<file path="config.mk">
export PLATFORM = sky130hd
export DESIGN_NAME = ap_pass_sequencer_flat
export DESIGN_NICKNAME = d
export VERILOG_FILES = /design/src/rtl/ap_pkg.sv /design/src/rtl/ap_pass_sequencer_if.sv /design/src/rtl/ap_popcount.sv /design/src/rtl/ap_pass_sequencer.sv /design/src/flat_wrapper.sv
export SDC_FILE = /design/constraint.sdc
export NUM_CORES = 1
export LEC_CHECK = 0
export ABC_AREA = 1
export CAP_MARGIN = 40
export CORE_AREA = 2 2 185 187
export DETAILED_ROUTE_END_ITERATION = 10
export DIE_AREA = 0 0 187 189
export PLACE_DENSITY = 0.8
export SKIP_LAST_GASP = 1
export SLEW_MARGIN = 20
export SYNTH_ARGS = -nofsm -noshare
export SYNTH_HDL_FRONTEND = slang
export SYNTH_SLANG_ARGS = --single-unit
</file>
<file path="constraint.sdc">
create_clock -name clock -period 30.8 [get_ports clock]
set_input_delay 4.62 -clock clock [delete_from_list [all_inputs] [get_ports clock]]
set_output_delay 4.62 -clock clock [all_outputs]
set_load 0.02 [all_outputs]
</file>
<file path="src/rtl/ap_pkg.sv">
// ap_pkg: shared op encodings, sequencer state type and width helper.
package ap_pkg;
    localparam logic [1:0] AP_OP_CMP_SET   = 2'b00;
    localparam logic [1:0] AP_OP_CMP_OR    = 2'b01;
    localparam logic [1:0] AP_OP_WRITE     = 2'b10;
    localparam logic [1:0] AP_OP_CMP_WRITE = 2'b11;

    typedef enum logic [1:0] {IDLE, CMP, WR} state_t;

    function automatic int clog2(input int v);
        int r;
        r = 0;
        while ((1 << r) < v) r++;
        return r;
    endfunction
endpackage

</file>
<file path="src/rtl/ap_pass_sequencer_if.sv">
// ap_pass_sequencer_if: host command channel, CAM drive/tag signals and status.
interface ap_pass_sequencer_if
    import ap_pkg::*;
#(
    parameter int WORD_SIZE  = 8,
    parameter int CELL_QUANT = 128
);
    localparam int CW = clog2(CELL_QUANT + 1);
    logic                  cmd_valid;
    logic                  cmd_ready;
    logic [1:0]            cmd_op;
    logic [WORD_SIZE-1:0]  cmd_key;
    logic [WORD_SIZE-1:0]  cmd_cmp_mask;
    logic [WORD_SIZE-1:0]  cmd_wdata;
    logic [WORD_SIZE-1:0]  cmd_wr_mask;
    logic [CELL_QUANT-1:0] cam_tags;
    logic                  cam_mode;
    logic                  cam_wea;
    logic                  cam_direction;
    logic [WORD_SIZE-1:0]  cam_key_v;
    logic [WORD_SIZE-1:0]  cam_key_h;
    logic [WORD_SIZE-1:0]  cam_mask_v;
    logic [WORD_SIZE-1:0]  cam_mask_h;
    logic [WORD_SIZE-1:0]  cam_dina;
    logic [CELL_QUANT-1:0] cam_wea_ctrl_ap;
    logic [CELL_QUANT-1:0] tag_reg_q;
    logic                  match_any;
    logic [CW-1:0]         match_count;
    logic                  done;

    modport master (
        output cmd_valid, cmd_op, cmd_key, cmd_cmp_mask, cmd_wdata, cmd_wr_mask, cam_tags,
        input  cmd_ready, cam_mode, cam_wea, cam_direction, cam_key_v, cam_key_h,
               cam_mask_v, cam_mask_h, cam_dina, cam_wea_ctrl_ap, tag_reg_q,
               match_any, match_count, done
    );
    modport slave (
        input  cmd_valid, cmd_op, cmd_key, cmd_cmp_mask, cmd_wdata, cmd_wr_mask, cam_tags,
        output cmd_ready, cam_mode, cam_wea, cam_direction, cam_key_v, cam_key_h,
               cam_mask_v, cam_mask_h, cam_dina, cam_wea_ctrl_ap, tag_reg_q,
               match_any, match_count, done
    );
endinterface

</file>
<file path="src/rtl/ap_popcount.sv">
// ap_popcount: combinational population count of an N-bit vector.
module ap_popcount
    import ap_pkg::*;
#(
    parameter int N = 128,
    parameter int W = clog2(N + 1)
) (
    input  logic [N-1:0] v,
    output logic [W-1:0] c
);
    always_comb begin
        c = '0;
        for (int i = 0; i < N; i++) c = c + W'(v[i]);
    end
endmodule

</file>
<file path="src/rtl/ap_pass_sequencer.sv">
// ap_pass_sequencer: turns host AP commands into CAM compare and tag-guided parallel-write phases.
// Phase outputs are registered from the next state so each phase holds steady for its whole cycle.
module ap_pass_sequencer
    import ap_pkg::*;
#(
    parameter int WORD_SIZE  = 8,
    parameter int CELL_QUANT = 128
) (
    input logic clock,
    input logic rst,
    ap_pass_sequencer_if.slave bus
);
    localparam int CW = clog2(CELL_QUANT + 1);
    state_t state, state_d;
    logic [1:0] op_q;
    logic [WORD_SIZE-1:0] key_q, cmask_q, wdata_q, wmask_q, key, cmask, wdata, wmask;
    logic [CELL_QUANT-1:0] tag_d;
    logic [CW-1:0] count_d;
    logic accept, done_d;

    ap_popcount #(.N(CELL_QUANT), .W(CW)) u_popcount (.v(tag_d), .c(count_d));

    assign bus.cmd_ready     = state == IDLE;
    assign bus.cam_wea       = 1'b0;
    assign bus.cam_direction = 1'b0;
    assign bus.cam_key_h     = bus.cam_key_v;
    assign bus.cam_mask_h    = bus.cam_mask_v;

    always_ff @(posedge clock or posedge rst) begin
        if (rst) state <= IDLE;
        else state <= state_d;
    end

    // Fields are taken straight from the bus on the accept edge so the first phase needs no extra cycle.
    always_comb begin
        accept  = bus.cmd_valid && state == IDLE;
        key     = accept ? bus.cmd_key : key_q;
        cmask   = accept ? bus.cmd_cmp_mask : cmask_q;
        wdata   = accept ? bus.cmd_wdata : wdata_q;
        wmask   = accept ? bus.cmd_wr_mask : wmask_q;
        state_d = state == IDLE ? (accept ? (bus.cmd_op == AP_OP_WRITE ? WR : CMP) : IDLE)
                : state == CMP && op_q == AP_OP_CMP_WRITE ? WR : IDLE;
        tag_d   = state != CMP ? bus.tag_reg_q
                : op_q == AP_OP_CMP_OR ? bus.tag_reg_q | bus.cam_tags : bus.cam_tags;
        done_d  = state != IDLE && state_d == IDLE;
    end

    always_ff @(posedge clock or posedge rst) begin
        if (rst) begin
            op_q                <= '0;
            key_q               <= '0;
            cmask_q             <= '0;
            wdata_q             <= '0;
            wmask_q             <= '0;
            bus.cam_mode        <= 1'b0;
            bus.cam_key_v       <= '0;
            bus.cam_mask_v      <= '0;
            bus.cam_dina        <= '0;
            bus.cam_wea_ctrl_ap <= '0;
            bus.tag_reg_q       <= '0;
            bus.match_any       <= 1'b0;
            bus.match_count     <= '0;
            bus.done            <= 1'b0;
        end else begin
            if (accept) begin
                op_q    <= bus.cmd_op;
                key_q   <= bus.cmd_key;
                cmask_q <= bus.cmd_cmp_mask;
                wdata_q <= bus.cmd_wdata;
                wmask_q <= bus.cmd_wr_mask;
            end
            bus.cam_mode        <= state_d == WR;
            bus.cam_key_v       <= state_d == CMP ? key : '0;
            bus.cam_mask_v      <= state_d == CMP ? cmask : state_d == WR ? wmask : '0;
            bus.cam_dina        <= state_d == WR ? wdata : '0;
            bus.cam_wea_ctrl_ap <= state_d == WR ? tag_d : '0;
            bus.tag_reg_q       <= tag_d;
            bus.match_any       <= |tag_d;
            bus.match_count     <= count_d;
            bus.done            <= done_d;
        end
    end
endmodule

</file>
<file path="src/flat_wrapper.sv">
// flat-port wrapper written by rule: the top's interface ports become plain ports
module ap_pass_sequencer_flat import ap_pkg::*;
#(
    parameter int WORD_SIZE  = 8,
    parameter int CELL_QUANT = 128
)
  (clock, rst, bus_cmd_valid, bus_cmd_op, bus_cmd_key, bus_cmd_cmp_mask, bus_cmd_wdata, bus_cmd_wr_mask, bus_cam_tags, bus_cmd_ready, bus_cam_mode, bus_cam_wea, bus_cam_direction, bus_cam_key_v, bus_cam_key_h, bus_cam_mask_v, bus_cam_mask_h, bus_cam_dina, bus_cam_wea_ctrl_ap, bus_tag_reg_q, bus_match_any, bus_match_count, bus_done);
  ap_pass_sequencer_if #(.WORD_SIZE(WORD_SIZE), .CELL_QUANT(CELL_QUANT)) bus_i ();
  input logic clock;
  input logic rst;
  input wire logic [$bits(bus_i.cmd_valid)-1:0] bus_cmd_valid;
  input wire logic [$bits(bus_i.cmd_op)-1:0] bus_cmd_op;
  input wire logic [$bits(bus_i.cmd_key)-1:0] bus_cmd_key;
  input wire logic [$bits(bus_i.cmd_cmp_mask)-1:0] bus_cmd_cmp_mask;
  input wire logic [$bits(bus_i.cmd_wdata)-1:0] bus_cmd_wdata;
  input wire logic [$bits(bus_i.cmd_wr_mask)-1:0] bus_cmd_wr_mask;
  input wire logic [$bits(bus_i.cam_tags)-1:0] bus_cam_tags;
  output wire logic [$bits(bus_i.cmd_ready)-1:0] bus_cmd_ready;
  output wire logic [$bits(bus_i.cam_mode)-1:0] bus_cam_mode;
  output wire logic [$bits(bus_i.cam_wea)-1:0] bus_cam_wea;
  output wire logic [$bits(bus_i.cam_direction)-1:0] bus_cam_direction;
  output wire logic [$bits(bus_i.cam_key_v)-1:0] bus_cam_key_v;
  output wire logic [$bits(bus_i.cam_key_h)-1:0] bus_cam_key_h;
  output wire logic [$bits(bus_i.cam_mask_v)-1:0] bus_cam_mask_v;
  output wire logic [$bits(bus_i.cam_mask_h)-1:0] bus_cam_mask_h;
  output wire logic [$bits(bus_i.cam_dina)-1:0] bus_cam_dina;
  output wire logic [$bits(bus_i.cam_wea_ctrl_ap)-1:0] bus_cam_wea_ctrl_ap;
  output wire logic [$bits(bus_i.tag_reg_q)-1:0] bus_tag_reg_q;
  output wire logic [$bits(bus_i.match_any)-1:0] bus_match_any;
  output wire logic [$bits(bus_i.match_count)-1:0] bus_match_count;
  output wire logic [$bits(bus_i.done)-1:0] bus_done;
  assign bus_i.cmd_valid = bus_cmd_valid;
  assign bus_i.cmd_op = bus_cmd_op;
  assign bus_i.cmd_key = bus_cmd_key;
  assign bus_i.cmd_cmp_mask = bus_cmd_cmp_mask;
  assign bus_i.cmd_wdata = bus_cmd_wdata;
  assign bus_i.cmd_wr_mask = bus_cmd_wr_mask;
  assign bus_i.cam_tags = bus_cam_tags;
  assign bus_cmd_ready = bus_i.cmd_ready;
  assign bus_cam_mode = bus_i.cam_mode;
  assign bus_cam_wea = bus_i.cam_wea;
  assign bus_cam_direction = bus_i.cam_direction;
  assign bus_cam_key_v = bus_i.cam_key_v;
  assign bus_cam_key_h = bus_i.cam_key_h;
  assign bus_cam_mask_v = bus_i.cam_mask_v;
  assign bus_cam_mask_h = bus_i.cam_mask_h;
  assign bus_cam_dina = bus_i.cam_dina;
  assign bus_cam_wea_ctrl_ap = bus_i.cam_wea_ctrl_ap;
  assign bus_tag_reg_q = bus_i.tag_reg_q;
  assign bus_match_any = bus_i.match_any;
  assign bus_match_count = bus_i.match_count;
  assign bus_done = bus_i.done;
  ap_pass_sequencer #(.WORD_SIZE(WORD_SIZE), .CELL_QUANT(CELL_QUANT)) u_core (.clock(clock), .rst(rst), .bus(bus_i));
endmodule
</file>
# After elaboration in Yosys (flattened, before gate mapping)
# Cells that the tools add are included.
# word_totals
ff_bits	327
latchBits	0
mem_bits_rw	0
romBits	0
inputBits	165
out_inout_bits	310
word_cells	172
mem_count	0
# op_classes
n_addsub	127
multipliers	0
div	0
n_lt_le_gt_ge	0
eq_ne	7
n_shift	0
n_mux	15
bitwise	1
reduce_logical	7
# op_table
op	n
adder 8 x 1 -> 8 bit	120
two-way mux 128 bit	3
OR 128 bit	1
OR reduction 128 bit	1
two-way mux 8 bit	8
adder 7 x 1 -> 8 bit	1
two-way mux 2 bit	4
adder 6 x 1 -> 7 bit	1
adder 5 x 1 -> 6 bit	1
== test 2 x 1 -> 1 bit, second input constant	3
== test 2 bit, second input constant	3
adder 4 x 1 -> 5 bit	1
adder 3 x 1 -> 4 bit	1
zero test 2 bit	2
adder 2 x 1 -> 3 bit	1
logical AND 1 bit	3
adder 1 x 1 -> 2 bit	1
inequality test 2 x 1 -> 1 bit, second input constant	1
nonzero test 2 bit	1

# Longest topological paths before layout
# logic_depth
word_depth	130
depth_mapped	33
ltp_nobuf	31

# By module
# From an unflattened synthesis, not the netlist that was laid out.
# hier_totals
cells_unflattened	1722
hier_area_um2	16005.4
# by_module_without_submodules
module	instances	cells_per_inst	area_per_inst_um2	seq_area_each_um2
ap_pass_sequencer	1	1390	12629.6	8182.8
ap_popcount	1	332	3375.7	0.0

# Worst setup path after synthesis
# Ideal clock, no wire load.
# synth_timing
path_kind	in2reg
from	in bus_cam_tags[111]
to	reg u_core.bus.match_count[6] in the netlist's numbering
arrival_ps	11400
required_time_ps	30675
path_slack_ps	19275
cell_stages	28
path_cell_list	a22oi_1 inv_1 fa_1 inv_1 fa_1 inv_1 fa_1 inv_1 fa_1 inv_1 fa_1 inv_1 fa_1 inv_1 fa_1 inv_1 fa_1 fa_1 fa_1 inv_1 ha_1 inv_1 fa_1 o21ai_0 a21oi_1 nor2_1 nor2_1 xor2_1
# synth_via
elab_chain_len	20
# synth_lines
item	line	rtl
start: declaration	flat_wrapper.sv:17	input wire logic [$bits(bus_i.cam_tags)-1:0] bus_cam_tags;
OR 128 bit	ap_pass_sequencer.sv:44	: op_q == AP_OP_CMP_OR ? bus.tag_reg_q | bus.cam_tags : bus.cam_tags;
two-way mux 128 bit (*)	ap_pass_sequencer.sv:44	
two-way mux 128 bit (*)	ap_pass_sequencer.sv:43	tag_d = state != CMP ? bus.tag_reg_q
named net u_core.tag_d[111]	ap_pass_sequencer.sv:17	logic [CELL_QUANT-1:0] tag_d;
adder 8 x 1 -> 8 bit (*) (17 in a row)	ap_popcount.sv:13	for (int i = 0; i < N; i++) c = c + W'(v[i]);
named net u_core.count_d[6]	ap_pass_sequencer.sv:18	logic [CW-1:0] count_d;
end signal: assignment	ap_pass_sequencer.sv:79	bus.match_count <= count_d;
end: declaration	ap_pass_sequencer_if.sv:41	match_any, match_count, done
# Mark *: on every way through the listed nets, which the timed path passes. The rest lies on a longest branch.
# A chain may end at the register's enable or synchronous reset.

# Final worst setup path
# layout_timing
from	in bus_cam_tags[117]
to	reg u_core.bus.match_count[6] in the netlist's numbering
# layout_via
elab_chain_len	14
# layout_lines
item	line
OR 128 bit	ap_pass_sequencer.sv:44
two-way mux 128 bit (*)	ap_pass_sequencer.sv:44
two-way mux 128 bit (*)	ap_pass_sequencer.sv:43
adder 8 x 1 -> 8 bit (*) (11 in a row)	ap_popcount.sv:13
named net u_core.count_d[6]	ap_pass_sequencer.sv:18
# Marks and branches as above.

==> flow_results.xml <==
<?xml version="1.0" encoding="UTF-8"?>
<metrics>
  <group name="finish">
    <metric name="fillCellCount" unit="">2476</metric>
    <metric name="mostFrequentLayoutCell" unit="">sky130_fd_sc_hd__inv_1</metric>
    <metric name="n_antenna_cell" unit="">0</metric>
    <metric name="layout.cells.most_common_list" unit="">sky130_fd_sc_hd__inv_1, sky130_fd_sc_hd__clkdlybuf4s50_1, sky130_fd_sc_hd__nand2_1, sky130_fd_sc_hd__dfrtp_1, sky130_fd_sc_hd__nor2_1</metric>
    <metric name="finalNetCount" unit="">2463</metric>
    <metric name="fraction_of_final_layout_cells_with_drive_strength_greater_than_1" unit="">0.0692</metric>
    <metric name="layout-area-overhead-vs-synth" unit="%">39.4</metric>
    <metric name="layout_top_registers" unit="">u_core.bus.cam_wea_ctrl_ap: 128 flops, u_core.bus.tag_reg_q: 128 flops</metric>
    <metric name="postLayoutCellArea" unit="mm^2">0.0225</metric>
    <metric name="fin_cells" unit="">2631</metric>
  </group>
  <group name="timing">
    <metric name="setup_tns" unit="ns">0</metric>
    <metric name="holdWs" unit="ns">0.475</metric>
    <metric name="final_min_period_over_clock_period" unit="">0.390</metric>
    <metric name="slew_headroom" unit="">0.468</metric>
    <metric name="max_clock_freq" unit="MHz">83.3</metric>
    <metric name="timing.clock.skew" unit="ns">0.0159</metric>
    <metric name="report.final.hold_viol_count" unit="">0</metric>
    <metric name="pin_slew_with_the_least_headroom_to_its_limit" unit="ns">0.798</metric>
    <metric name="rsz0062_at_grt" unit="">false</metric>
    <metric name="setup_viol_count_final" unit="">0</metric>
    <metric name="drv_slew" unit="">0</metric>
    <metric name="period_minus_slack" unit="ns">12.00</metric>
  </group>
  <group name="place">
    <metric name="placement.cell_area" unit="mm^2">0.0213</metric>
    <metric name="port_buffers" unit="">472</metric>
    <metric name="dp.cells" unit="">2567</metric>
    <metric name="gpl.final_weighted_congestion" unit="">0.869</metric>
    <metric name="hpwlAfterDp" unit="um">38500</metric>
  </group>
  <group name="clocking">
    <metric name="clk_root_buffer_cell" unit="">sky130_fd_sc_hd__clkbuf_16</metric>
    <metric name="clock_sink_count" unit="">327</metric>
    <metric name="cts.repair.resized" unit="">0</metric>
    <metric name="cts.htree.levels" unit="">2</metric>
    <metric name="cts_inserted_buffers" unit="">36</metric>
    <metric name="post_cts.repair.setup_buffers" unit="">0</metric>
    <metric name="cts.reportedPaths.clkPinSlew" unit="ns">0.06</metric>
    <metric name="worst_skew_pair.late_latency" unit="ns">0.52</metric>
    <metric name="hold_buffers_post_cts" unit="">0</metric>
    <metric name="tritoncts" unit="">built</metric>
    <metric name="clockBufferDepth" unit="">3</metric>
  </group>
  <group name="floorplan">
    <metric name="dieHeight" unit="um">189</metric>
    <metric name="die_w" unit="um">187</metric>
    <metric name="std_cell_rows" unit="">67</metric>
    <metric name="placeableCoreArea" unit="mm^2">0.0333</metric>
    <metric name="start_util" unit="">0.485</metric>
    <metric name="num_io_pins" unit="">475</metric>
    <metric name="die-area" unit="mm^2">0.0353</metric>
  </group>
  <group name="min_path">
    <metric name="timing.hold.worst_path_depth" unit="">2</metric>
    <metric name="holdCritStartpoint" unit="">u_core.key_q[1]$_DFF_PP0_</metric>
    <metric name="hold_path.class" unit="">reg2reg</metric>
    <metric name="min_delay_worst_endpoint" unit="">u_core.key_q[1]$_DFF_PP0_</metric>
  </group>
  <group name="routing">
    <metric name="via_count" unit="">12500</metric>
    <metric name="drt-initial-drc-count" unit="">712</metric>
    <metric name="detail_route.first_pass.iterations" unit="">5</metric>
    <metric name="wl_per_cell" unit="um">19.0</metric>
    <metric name="drc" unit="">0</metric>
    <metric name="final_antenna_net_count" unit="">0</metric>
    <metric name="detail_route.vias_per_cell" unit="">4.76</metric>
    <metric name="routed_wl" unit="um">50000</metric>
  </group>
  <group name="setup_path">
    <metric name="timing.critical_path.max_delay_family" unit="">adder cells</metric>
    <metric name="critical-path-max-stage-delay" unit="ns">0.61</metric>
    <metric name="critical_path.max_fanout" unit="">3</metric>
    <metric name="timing.setup.critical_path_class" unit="">in2reg</metric>
    <metric name="r2r_setup_slack" unit="ns">21.66</metric>
    <metric name="critical_path.endpoint_type" unit="">register</metric>
    <metric name="cp_required" unit="ns">31.20</metric>
    <metric name="critical_path_arrival" unit="ns">12.40</metric>
    <metric name="critical-path-slowest-cell" unit="">sky130_fd_sc_hd__fa_1</metric>
    <metric name="worst_r2r_startpoint" unit="">u_core.state[1]$_DFF_PP0_</metric>
    <metric name="timing.rr.end" unit="">u_core.bus.match_count[6]$_DFF_PP0_</metric>
    <metric name="timing.critical_path.mode_cell" unit="">sky130_fd_sc_hd__fa_1</metric>
    <metric name="worstRegToRegCells" unit="">28</metric>
    <metric name="crit_path_start" unit="">bus_cam_tags[117]</metric>
    <metric name="critical_path_buf_inv_count" unit="">10</metric>
    <metric name="startpoint_type" unit="">input port</metric>
  </group>
  <group name="logic_synthesis">
    <metric name="postSynthRegisterBits" unit="">327</metric>
    <metric name="synth_area" unit="mm^2">0.0161</metric>
    <metric name="post_synth.cell_area_avg" unit="um^2">9.50</metric>
    <metric name="netlist_instances" unit="">1699</metric>
    <metric name="synthDominantAreaCellType" unit="">sky130_fd_sc_hd__dfrtp_1</metric>
    <metric name="synth_warnings" unit="">0</metric>
    <metric name="sequential_share_of_the_synthesized_area" unit="">0.507</metric>
    <metric name="asyncSetResetFlopFracSynth" unit="">1.00</metric>
    <metric name="synth_top_cells_by_area" unit="">sky130_fd_sc_hd__dfrtp_1, sky130_fd_sc_hd__fa_1, sky130_fd_sc_hd__inv_1</metric>
    <metric name="synth.top_cell.area_share" unit="">0.507</metric>
    <metric name="post_synth_num_cell_types" unit="">28</metric>
    <metric name="synth_ff_type" unit="">sky130_fd_sc_hd__dfrtp_1</metric>
    <metric name="synth-edff-count" unit="">0</metric>
  </group>
  <group name="global_route">
    <metric name="antenna_found_initial" unit="">0</metric>
    <metric name="grt.overflow.total" unit="">0</metric>
    <metric name="groute.usage.overall" unit="">0.285</metric>
    <metric name="grt_max_degree" unit="">86</metric>
    <metric name="grt_pass1_vias" unit="">13600</metric>
    <metric name="grt_first_pass_wirelength" unit="um">77100</metric>
  </group>
  <group name="flow_run">
    <metric name="maxCapViolations" unit="">0</metric>
  </group>
  <group name="status">
    <metric name="status" unit="">finished clean</metric>
  </group>
</metrics>
## cell type report
cell class / instances / area [um^2] / area share
Sequential cell: 327 / 8180 / 0.363
Multi-Input combinational cell: 799 / 5700 / 0.253
Timing Repair Buffer: 488 / 4940 / 0.220
Inverter: 505 / 1900 / 0.0845
Clock buffer: 49 / 1050 / 0.0467
Tap cell: 448 / 561 / 0.0249
Clock inverter: 15 / 171 / 0.00761
## Yosys cell counts, types with 3 or more instances
| cell type | n |
|---|---|
| sky130_fd_sc_hd__a22oi_2 | 5 |
| sky130_fd_sc_hd__a22o_1 | 8 |
| sky130_fd_sc_hd__fa_1 | 115 |
| sky130_fd_sc_hd__xor2_1 | 3 |
| sky130_fd_sc_hd__a21oi_2 | 64 |
| sky130_fd_sc_hd__nor2_1 | 163 |
| sky130_fd_sc_hd__dfrtp_1 | 327 |
| sky130_fd_sc_hd__a21oi_1 | 57 |
| sky130_fd_sc_hd__nand2_1 | 329 |
| sky130_fd_sc_hd__buf_4 | 26 |
| sky130_fd_sc_hd__clkbuf_1 | 15 |
| sky130_fd_sc_hd__inv_1 | 504 |
| sky130_fd_sc_hd__o21ai_0 | 4 |
| sky130_fd_sc_hd__buf_2 | 24 |
| sky130_fd_sc_hd__a22oi_1 | 5 |
| sky130_fd_sc_hd__ha_1 | 26 |
| sky130_fd_sc_hd__and2_1 | 8 |
## tightest hold or removal path: stages, from the launching register on
cell and delay (ns):
sky130_fd_sc_hd__dfrtp_1 0.32, sky130_fd_sc_hd__nand2_1 0.05, sky130_fd_sc_hd__nand2_1 0.07
## worst max-delay path by stage
stage / end / slack, ns / depth (start not counted)
floorplan: u_core.bus.cam_dina[0]$_DFF_PP0_ / 17.13 / 1
global placement: u_core.bus.match_count[6]$_DFF_PP0_ / 18.38 / 29
detailed placement: u_core.bus.match_count[6]$_DFF_PP0_ / 18.22 / 29
CTS: u_core.bus.match_count[6]$_DFF_PP0_ / 18.76 / 29
global route: u_core.bus.match_count[6]$_DFF_PP0_ / 18.48 / 29
finish: u_core.bus.match_count[6]$_DFF_PP0_ / 18.80 / 29
## per-stage QoR
stage          utilization  setup slack, ns
6_report             0.677            18.80
5_1_grt              0.677            18.48
4_1_cts              0.677            18.76
3_5_place_dp         0.640            18.22
3_3_place_gp         0.635            18.38
2_1_floorplan            -            17.13
## layer usage
metal	wire (um)	vias up	global-route usage
li1	-	5702	-
met1	18600	6163	0.337
met2	25400	566	0.506
met3	4250	95	0.0790
met4	1630	0	0.0928
met5	0	-	0
## cell families (layout without fill, tap and decap cells)
group,after synthesis,after routing,share of synthesized area
xor+xnor,5,5,0.00271
simple gates,504,504,0.119
flops,327,327,0.507
compound gates,147,147,0.0660
buf+inv,574,1057,0.142
other cells,1,2,0.000232
fa+ha+maj,141,141,0.163
Power is not shown: default switching activity piles up to over one toggle a cycle in this logic, so the estimate is an artifact.
